==> src/rtl/div_issue_ctrl_if.sv <==
// Signal bundle between the control FSM / divider and the divide issue controller.
// slave = the issue controller, master = whatever drives its inputs.
interface div_issue_ctrl_if #(parameter int DATA_WIDTH = 6);
    logic                  div_req;
    logic                  div_signed;
    logic [DATA_WIDTH-1:0] rs_data;
    logic [DATA_WIDTH-1:0] rt_data;
    logic                  mflo_req;
    logic [DATA_WIDTH-1:0] lo_data;
    logic                  stall;
    logic                  busy;
    logic                  div_by_zero;
    logic                  div_timeout;
    logic                  div_start;
    logic [DATA_WIDTH-1:0] div_op1;
    logic [DATA_WIDTH-1:0] div_op2;
    logic [DATA_WIDTH-1:0] div_result;
    logic                  div_done;

    modport slave (
        input  div_req, div_signed, rs_data, rt_data, mflo_req, div_result, div_done,
        output lo_data, stall, busy, div_by_zero, div_timeout, div_start, div_op1, div_op2
    );

    modport master (
        output div_req, div_signed, rs_data, rt_data, mflo_req, div_result, div_done,
        input  lo_data, stall, busy, div_by_zero, div_timeout, div_start, div_op1, div_op2
    );
endinterface

==> src/rtl/div_issue_ctrl.sv <==
// Issue/retire control for the iterative unsigned divider: magnitude conversion,
// start pulse, completion wait with timeout, sign fix-up into LO.
module div_issue_ctrl #(
    parameter int DATA_WIDTH = 6,
    parameter int TIMEOUT    = 2*DATA_WIDTH+4
) (
    input  logic           CLK,
    input  logic           RST,
    div_issue_ctrl_if.slave bus
);
    localparam int W  = DATA_WIDTH;
    localparam int CW = $clog2(TIMEOUT+1);
    localparam logic [CW-1:0] CNT_LAST = CW'(TIMEOUT-1);

    typedef enum logic [1:0] {IDLE, ISSUE, WAIT, FIX} state_e;

    state_e         state_q, state_d;
    logic [W-1:0]   lo_q, lo_d;
    logic [W-1:0]   op1_q, op1_d;
    logic [W-1:0]   op2_q, op2_d;
    logic [W-1:0]   quo_q, quo_d;
    logic           neg_q, neg_d;
    logic           dbz_q, dbz_d;
    logic           to_q, to_d;
    logic [CW-1:0]  cnt_q, cnt_d;
    logic           start;

    // -2^(W-1) maps to 2^(W-1), which still fits as an unsigned W-bit value
    function automatic logic [W-1:0] mag(input logic [W-1:0] x, input logic sgn);
        return (sgn && x[W-1]) ? (~x + W'(1)) : x;
    endfunction

    always_ff @(posedge CLK) begin
        if (RST) begin
            state_q <= IDLE;
            lo_q    <= '0;
            op1_q   <= '0;
            op2_q   <= '0;
            quo_q   <= '0;
            neg_q   <= 1'b0;
            dbz_q   <= 1'b0;
            to_q    <= 1'b0;
            cnt_q   <= '0;
        end else begin
            state_q <= state_d;
            lo_q    <= lo_d;
            op1_q   <= op1_d;
            op2_q   <= op2_d;
            quo_q   <= quo_d;
            neg_q   <= neg_d;
            dbz_q   <= dbz_d;
            to_q    <= to_d;
            cnt_q   <= cnt_d;
        end
    end

    always_comb begin
        state_d = state_q;
        lo_d    = lo_q;
        op1_d   = op1_q;
        op2_d   = op2_q;
        quo_d   = quo_q;
        neg_d   = neg_q;
        dbz_d   = dbz_q;
        to_d    = to_q;
        cnt_d   = cnt_q;
        start   = 1'b0;
        unique case (state_q)
            IDLE: begin
                if (bus.div_req) begin
                    to_d = 1'b0;
                    if (bus.rt_data == '0) begin
                        // Zero divisor is resolved here; the divider never sees it
                        lo_d  = '1;
                        dbz_d = 1'b1;
                    end else begin
                        dbz_d   = 1'b0;
                        op1_d   = mag(bus.rs_data, bus.div_signed);
                        op2_d   = mag(bus.rt_data, bus.div_signed);
                        neg_d   = bus.div_signed & (bus.rs_data[W-1] ^ bus.rt_data[W-1]);
                        state_d = ISSUE;
                    end
                end
            end
            ISSUE: begin
                start   = 1'b1;
                cnt_d   = '0;
                state_d = WAIT;
            end
            WAIT: begin
                // done has priority over an expiring counter
                if (bus.div_done) begin
                    quo_d   = bus.div_result;
                    state_d = FIX;
                end else if (cnt_q == CNT_LAST) begin
                    to_d    = 1'b1;
                    lo_d    = '0;
                    state_d = IDLE;
                end else begin
                    cnt_d = cnt_q + CW'(1);
                end
            end
            FIX: begin
                lo_d    = neg_q ? (~quo_q + W'(1)) : quo_q;
                state_d = IDLE;
            end
            default: state_d = IDLE;
        endcase
    end

    assign bus.busy        = (state_q != IDLE);
    assign bus.stall       = bus.busy & (bus.mflo_req | bus.div_req);
    assign bus.div_start   = start;
    assign bus.lo_data     = lo_q;
    assign bus.div_op1     = op1_q;
    assign bus.div_op2     = op2_q;
    assign bus.div_by_zero = dbz_q;
    assign bus.div_timeout = to_q;
endmodule

==> src/flat_wrapper.sv <==
// flat-port wrapper written by rule: the top's interface ports become plain ports
module div_issue_ctrl_flat 
#(
    parameter int DATA_WIDTH = 6,
    parameter int TIMEOUT    = 2*DATA_WIDTH+4
)
  (CLK, RST, bus_div_req, bus_div_signed, bus_rs_data, bus_rt_data, bus_mflo_req, bus_div_result, bus_div_done, bus_lo_data, bus_stall, bus_busy, bus_div_by_zero, bus_div_timeout, bus_div_start, bus_div_op1, bus_div_op2);
  div_issue_ctrl_if #(.DATA_WIDTH(DATA_WIDTH)) bus_i ();
  input  logic CLK;
  input  logic RST;
  input wire logic [$bits(bus_i.div_req)-1:0] bus_div_req;
  input wire logic [$bits(bus_i.div_signed)-1:0] bus_div_signed;
  input wire logic [$bits(bus_i.rs_data)-1:0] bus_rs_data;
  input wire logic [$bits(bus_i.rt_data)-1:0] bus_rt_data;
  input wire logic [$bits(bus_i.mflo_req)-1:0] bus_mflo_req;
  input wire logic [$bits(bus_i.div_result)-1:0] bus_div_result;
  input wire logic [$bits(bus_i.div_done)-1:0] bus_div_done;
  output wire logic [$bits(bus_i.lo_data)-1:0] bus_lo_data;
  output wire logic [$bits(bus_i.stall)-1:0] bus_stall;
  output wire logic [$bits(bus_i.busy)-1:0] bus_busy;
  output wire logic [$bits(bus_i.div_by_zero)-1:0] bus_div_by_zero;
  output wire logic [$bits(bus_i.div_timeout)-1:0] bus_div_timeout;
  output wire logic [$bits(bus_i.div_start)-1:0] bus_div_start;
  output wire logic [$bits(bus_i.div_op1)-1:0] bus_div_op1;
  output wire logic [$bits(bus_i.div_op2)-1:0] bus_div_op2;
  assign bus_i.div_req = bus_div_req;
  assign bus_i.div_signed = bus_div_signed;
  assign bus_i.rs_data = bus_rs_data;
  assign bus_i.rt_data = bus_rt_data;
  assign bus_i.mflo_req = bus_mflo_req;
  assign bus_i.div_result = bus_div_result;
  assign bus_i.div_done = bus_div_done;
  assign bus_lo_data = bus_i.lo_data;
  assign bus_stall = bus_i.stall;
  assign bus_busy = bus_i.busy;
  assign bus_div_by_zero = bus_i.div_by_zero;
  assign bus_div_timeout = bus_i.div_timeout;
  assign bus_div_start = bus_i.div_start;
  assign bus_div_op1 = bus_i.div_op1;
  assign bus_div_op2 = bus_i.div_op2;
  div_issue_ctrl #(.DATA_WIDTH(DATA_WIDTH), .TIMEOUT(TIMEOUT)) u_core (.CLK(CLK), .RST(RST), .bus(bus_i));
endmodule
==> config.mk <==
export PLATFORM = sky130hd
export DESIGN_NAME = div_issue_ctrl_flat
export DESIGN_NICKNAME = d
export VERILOG_FILES = /design/src/rtl/div_issue_ctrl_if.sv /design/src/rtl/div_issue_ctrl.sv /design/src/flat_wrapper.sv
export SDC_FILE = /design/constraint.sdc
export NUM_CORES = 1
export LEC_CHECK = 0
export ABC_AREA = 0
export CORE_MARGIN = 3
export CORE_UTILIZATION = 49
export CTS_BUF_LIST = sky130_fd_sc_hd__clkbuf_2
export DETAILED_ROUTE_END_ITERATION = 7
export GPL_ROUTABILITY_DRIVEN = 0
export HOLD_SLACK_MARGIN = 0.15
export PLACE_DENSITY = 0.81
export RECOVER_POWER = 25
export SLEW_MARGIN = 20
export SYNTH_ARGS = -nofsm -noshare
export SYNTH_HDL_FRONTEND = slang
export SYNTH_SLANG_ARGS = --single-unit
==> constraint.sdc <==
create_clock -name CLK -period 2.4 [get_ports CLK]
set_clock_uncertainty 0.15 [all_clocks]
set_input_delay 0.6 -clock CLK [delete_from_list [all_inputs] [get_ports CLK]]
set_output_delay 0.6 -clock CLK [all_outputs]
set_load 0.1 [all_outputs]
* Yosys cells after proc, flatten, opt, wreduce, memory -nomap -nowiden *
Cells that the tools add are included.

word-level totals
  flip-flop bits (word level) = 34

operators by class
  add/sub/neg operators = 4
  equal/unequal tests = 11
  mux-type cells = 22
  bitwise operators = 8
  reductions and logical operators = 15

operators with widths
  kind                                                                     count
  6-bit 2-to-1 mux                                                         7
  6-bit by 1-bit adder with 6-bit output, second input constant            3
  6-bit inverter                                                           3
  6-bit one-hot mux with 3 select lines                                    1
  5-bit 2-to-1 mux                                                         2
  5-bit one-hot mux with 2 select lines                                    1
  3-bit AND reduction                                                      3
  2-bit 2-to-1 mux                                                         4
  2-bit inequality test, second input constant                             4
  2-bit one-hot mux with 4 select lines                                    1
  6-bit zero test                                                          1
  2-bit nonzero test                                                       3
  5-bit by 1-bit adder with 5-bit output, second input constant            1
  5-bit by 4-bit equality test with 1-bit output, second input constant    1
  1-bit 2-to-1 mux                                                         5
  5-bit AND reduction                                                      1
  2-bit equality test, second input constant                               2
  2-bit by 1-bit inequality test with 1-bit output, second input constant  2
  2-bit AND reduction                                                      2
  4-bit AND reduction                                                      1
  3-bit by 2-bit inequality test with 1-bit output, second input constant  1
  3-bit nonzero test                                                       1
  1-bit bitwise AND                                                        2
  2-bit by 1-bit equality test with 1-bit output, second input constant    1
  6 further kinds                                                          7

* Longest topological paths before layout *
  word-level depth = 4
  depth in mapped cells = 7
  depth with buffers taken out = 7

* Least setup slack after synthesis *
No wires, ideal clock.

  kind = flip-flop to output port
  from = reg u_core.state_q[0]
  to = out bus_stall
  arrival = 1844 ps
  data required time = 1650 ps
  setup slack = -194 ps
  stages on the path, launching flop included = 4
  path through = dfxtp_1 -> buf_2 -> or2_2 -> o21a_1

on the way
  cells in the longest elaborated chain, start to end = 2

RTL lines
  element                 RTL line               RTL
  start, declared         div_issue_ctrl.sv:17   state_e state_q, state_d;
  start signal, assigned  div_issue_ctrl.sv:45   state_q <= state_d;
  2-bit nonzero test      div_issue_ctrl.sv:111  assign bus.busy = (state_q != IDLE);
  named net bus_busy      flat_wrapper.sv:20     output wire logic [$bits(bus_i.busy)-1:0] bus_busy;
  1-bit bitwise AND       div_issue_ctrl.sv:112  assign bus.stall = bus.busy & (bus.mflo_req | bus.div_req);
  end, declared           flat_wrapper.sv:19     output wire logic [$bits(bus_i.stall)-1:0] bus_stall;

The timed path passes the listed nets, and every way through them passes these cells.

* Final worst setup path *
  from = reg u_core.state_q[0]
  to = out bus_stall

on the way
  cells in the longest elaborated chain, start to end = 2

RTL lines
  element             RTL line
  2-bit nonzero test  div_issue_ctrl.sv:111
  1-bit bitwise AND   div_issue_ctrl.sv:112

No other way between the ends.

==> results.json <==
{
  "worst_skew_pair.late_latency_ns": 0.40,
  "wl_um": 3720,
  "met2_usage": 0.331,
  "fp.dieH_um": 64.8,
  "drt_iter0_markers": 94,
  "postCtsHoldBufs": 0,
  "cts.sinks": 34,
  "grt_pass1_wl_um": 6480,
  "coreArea_um2": 3180,
  "rsz0062_at_grt": "false",
  "antenna_found_initial": 0,
  "yosysWarnings": 0,
  "layout-area-overhead-vs-synth_pct": 36.3,
  "startpoint_type": "flip-flop",
  "synth-seq-cells": 34,
  "first_pass_iters": 4,
  "postSynthCellCount": 193,
  "syn-num-nets": 222,
  "grt_max_degree": 24,
  "synth.avg_cell_area_um2": 8.77,
  "required_ns": 1.65,
  "max_freq_mhz": 449,
  "htreeDepth": 2,
  "final_nets": 277,
  "power_leakage_nw": 0.938,
  "cts_setup_buffers": 0,
  "die_w_um": 64.8,
  "endpoint_kind": "output pin",
  "drv_cap": 0,
  "grt_overflow": 0,
  "power.internal_mw": 1.06,
  "grt_busiest_layer": "met2",
  "met1_usage": 0.226,
  "slew_headroom": 0.634,
  "status": "completed",
  "finalHoldViolations": 0,
  "clk_pin_slew_ns": 0.16,
  "crit_fanout": 13,
  "power_frac_seq": 0.376,
  "p_sw_frac": 0.372,
  "power_frac_comb": 0.342,
  "dieArea_um2": 4200,
  "slew_viol_final": 0,
  "yosysSeqAreaShare": 0.402,
  "worst_pin_slew_ns": 0.552,
  "finalCriticalPeriod_ns": 2.23,
  "cts_made_buffers": 5,
  "setup_viol": 0,
  "hold_class": "reg2reg",
  "critical_path_class": "reg2out",
  "cts_tree": "yes",
  "switchingPower_mw": 0.628,
  "grt_pass1_vias": 1484,
  "grt_usage": 0.200,
  "drive_gt1_frac": 0.237,
  "cp.arrival_ns": 1.48,
  "clockBufferDepth": 2,
  "regToRegEndpoint": "u_core.cnt_q[4]",
  "synth.distinct_cells": 39,
  "worst-r2r-cell-count": 6,
  "grt_use_met3": 0.0555,
  "pre_cts_ws_ns": -0.195,
  "postRouteAntennaNets": 0,
  "drc": 0,
  "cp-startpoint": "u_core.state_q[0]",
  "fin_crit_sh": 0.929,
  "rows": 20,
  "p_clk_frac": 0.282,
  "hold_end": "u_core.bus.div_op1[5]",
  "viasPerCell": 5.36,
  "portBuffers": 46,
  "hpwlAfterDp_um": 2820,
  "n_antenna_cell": 0,
  "layout_setup_ws_ns": 0.172,
  "irDropWorstVdd_v": 0.000481,
  "n_fill_cell": 242,
  "vias": 1571,
  "holdWs_ns": 0.321,
  "reg2reg_from": "u_core.cnt_q[0]",
  "holdPathStages": 2,
  "synth_area_um2": 1690,
  "rrSetupSlack_ns": 0.34,
  "avgRoutedWirePerCell_um": 12.7,
  "start_util": 0.533,
  "power_density_nw_per_um2": 733,
  "worstHoldStart": "u_core.bus.div_op1[5]",
  "num_io_pins": 47,
  "clock-root-buffer": "clkbuf_2"
}
## registers in the layout, summed over array words and instances, names as in the netlist
name	flops
u_core.bus.div_op1	6
u_core.bus.div_op2	6
u_core.bus.lo_data	6
u_core.bus.div_by_zero	1
u_core.bus.div_timeout	1
u_core.state_q	2
u_core.neg_q	1
u_core.quo_q	6
u_core.cnt_q	5
## cell usage after synthesis
library cell	n	area, µm²
a311oi_2	2	30.0
nor3b_2	1	12.5
a31oi_1	1	6.26
dfxtp_1	34	681
o21a_1	1	7.51
a21oi_1	19	95.1
nor2_1	17	63.8
a211oi_2	2	25.0
o21a_2	1	8.76
a211oi_1	1	7.51
xnor2_1	9	78.8
buf_1	1	3.75
xor2_1	4	35.0
nor3_1	5	25.0
o31ai_1	3	22.5
buf_6	2	22.5
ha_1	5	62.6
nor2b_1	2	12.5
nand2b_1	3	18.8
or4b_1	1	10.0
o21ai_0	7	35.0
o221a_2	6	67.6
o31a_1	2	17.5
nor4b_4	1	23.8
or4_1	2	15.0
nand2_1	19	71.3
nor4_1	1	6.26
and3_1	1	6.26
a32oi_1	1	8.76
or3_1	1	6.26
mux2i_1	5	50.1
inv_1	11	41.3
nand3_1	12	60.1
nand4_1	1	6.26
or3b_4	1	11.3
clkbuf_1	4	15.0
buf_2	2	10.0
or2_2	1	6.26
and2_1	1	6.26
## power groups by stage
stage	Sequential, mW	Clock, mW	Combinational, mW
2_1_floorplan	0.859	0	0.205
3_3_place_gp	0.647	0	0.580
3_5_place_dp	0.648	0	0.584
4_1_cts	0.636	0.489	0.586
5_1_grt	0.642	0.500	0.608
6_report	0.636	0.477	0.577
## layout by cell type, fill, tap and decap left out, types with 2 or more instances in the layout
master           Yosys  final
nor2_1              17     17
nand2_1             19     19
bufinv_16            0      2
a211oi_2             2      2
dfxtp_1             34     32
a21oi_1             19     19
inv_1               11     11
buf_12               0      4
a311oi_2             2      2
xnor2_1              9      9
buf_4                0     23
ha_1                 5      5
dfxtp_2              0      2
clkdlybuf4s50_1      0     23
nand3_1             12     12
or4_1                2      2
nor3_1               5      5
mux2i_1              5      5
xor2_1               4      4
o21ai_0              7      7
nor2b_1              2      2
clkbuf_2             0     12
o31ai_1              3      3
nand2b_1             3      3
o21a_2               1      2
o31a_1               2      2
o221a_2              6      6
## logic make-up (layout without fill, tap and decap cells)
group,count (synthesis),count (layout),synth area share
simple gates,70,70,0.214
fa+ha+maj,5,5,0.0370
flops,34,34,0.402
compound gates,46,46,0.196
xor+xnor,13,13,0.0673
buf+inv,20,76,0.0547
mux,5,5,0.0296
## worst max path at each step
stage / to / slack [ns] / cells past startpoint
after detailed placement: u_core.bus.div_op2[1] / -0.20 / 8
after CTS: bus_div_start / 0.03 / 4
after global routing: bus_div_start / 0.06 / 4
after floorplan: bus_stall / 0.06 / 3
after global placement: u_core.bus.lo_data[4] / -0.20 / 7
final: bus_stall / 0.17 / 3
## through the flow
step | total power, mW | TNS (ns) | cells | instance area, µm² | util
floorplan | 1.06 | 0 | 193 | 1690 | -
global placement | 1.23 | -2.83 | 285 | 2230 | 0.703
detailed placement | 1.23 | -3.27 | 285 | 2230 | 0.703
CTS | 1.71 | 0 | 293 | 2320 | 0.731
global route | 1.75 | 0 | 293 | 2310 | 0.726
finish | 1.69 | 0 | 293 | 2310 | 0.726
## cell type report
cell class                 instances  area, µm²  area share
multi-input combinational        139        921       0.399
sequential                        34        683       0.296
timing repair buffer              57        518       0.225
clock inverter                     3       63.8      0.0277
tap                               44       55.1      0.0239
inverter                          11       41.3      0.0179
clock buffer                       5       25.0      0.0108
## layer usage
metal  wire (µm)  vias up  share of wire
li1            -      798              -
met1        1620      732           0.44
met2        1850       36           0.50
met3         194        5          0.052
met4          56        0          0.015
met5           0        -              0
## repair_timing
item / 4_1_cts / 5_1_grt
resized for setup: 1 / 1
pin swaps: 0 / 0
endpoints found under the setup margin: 1 / 1
## critical path, stage by stage, from the launching register on
cell and delay [ns]:
dfxtp_2 0.43, or2_2 0.34, o21a_2 0.15, buf_12 0.16
No activity file was read; power rests on OpenSTA's default activity.
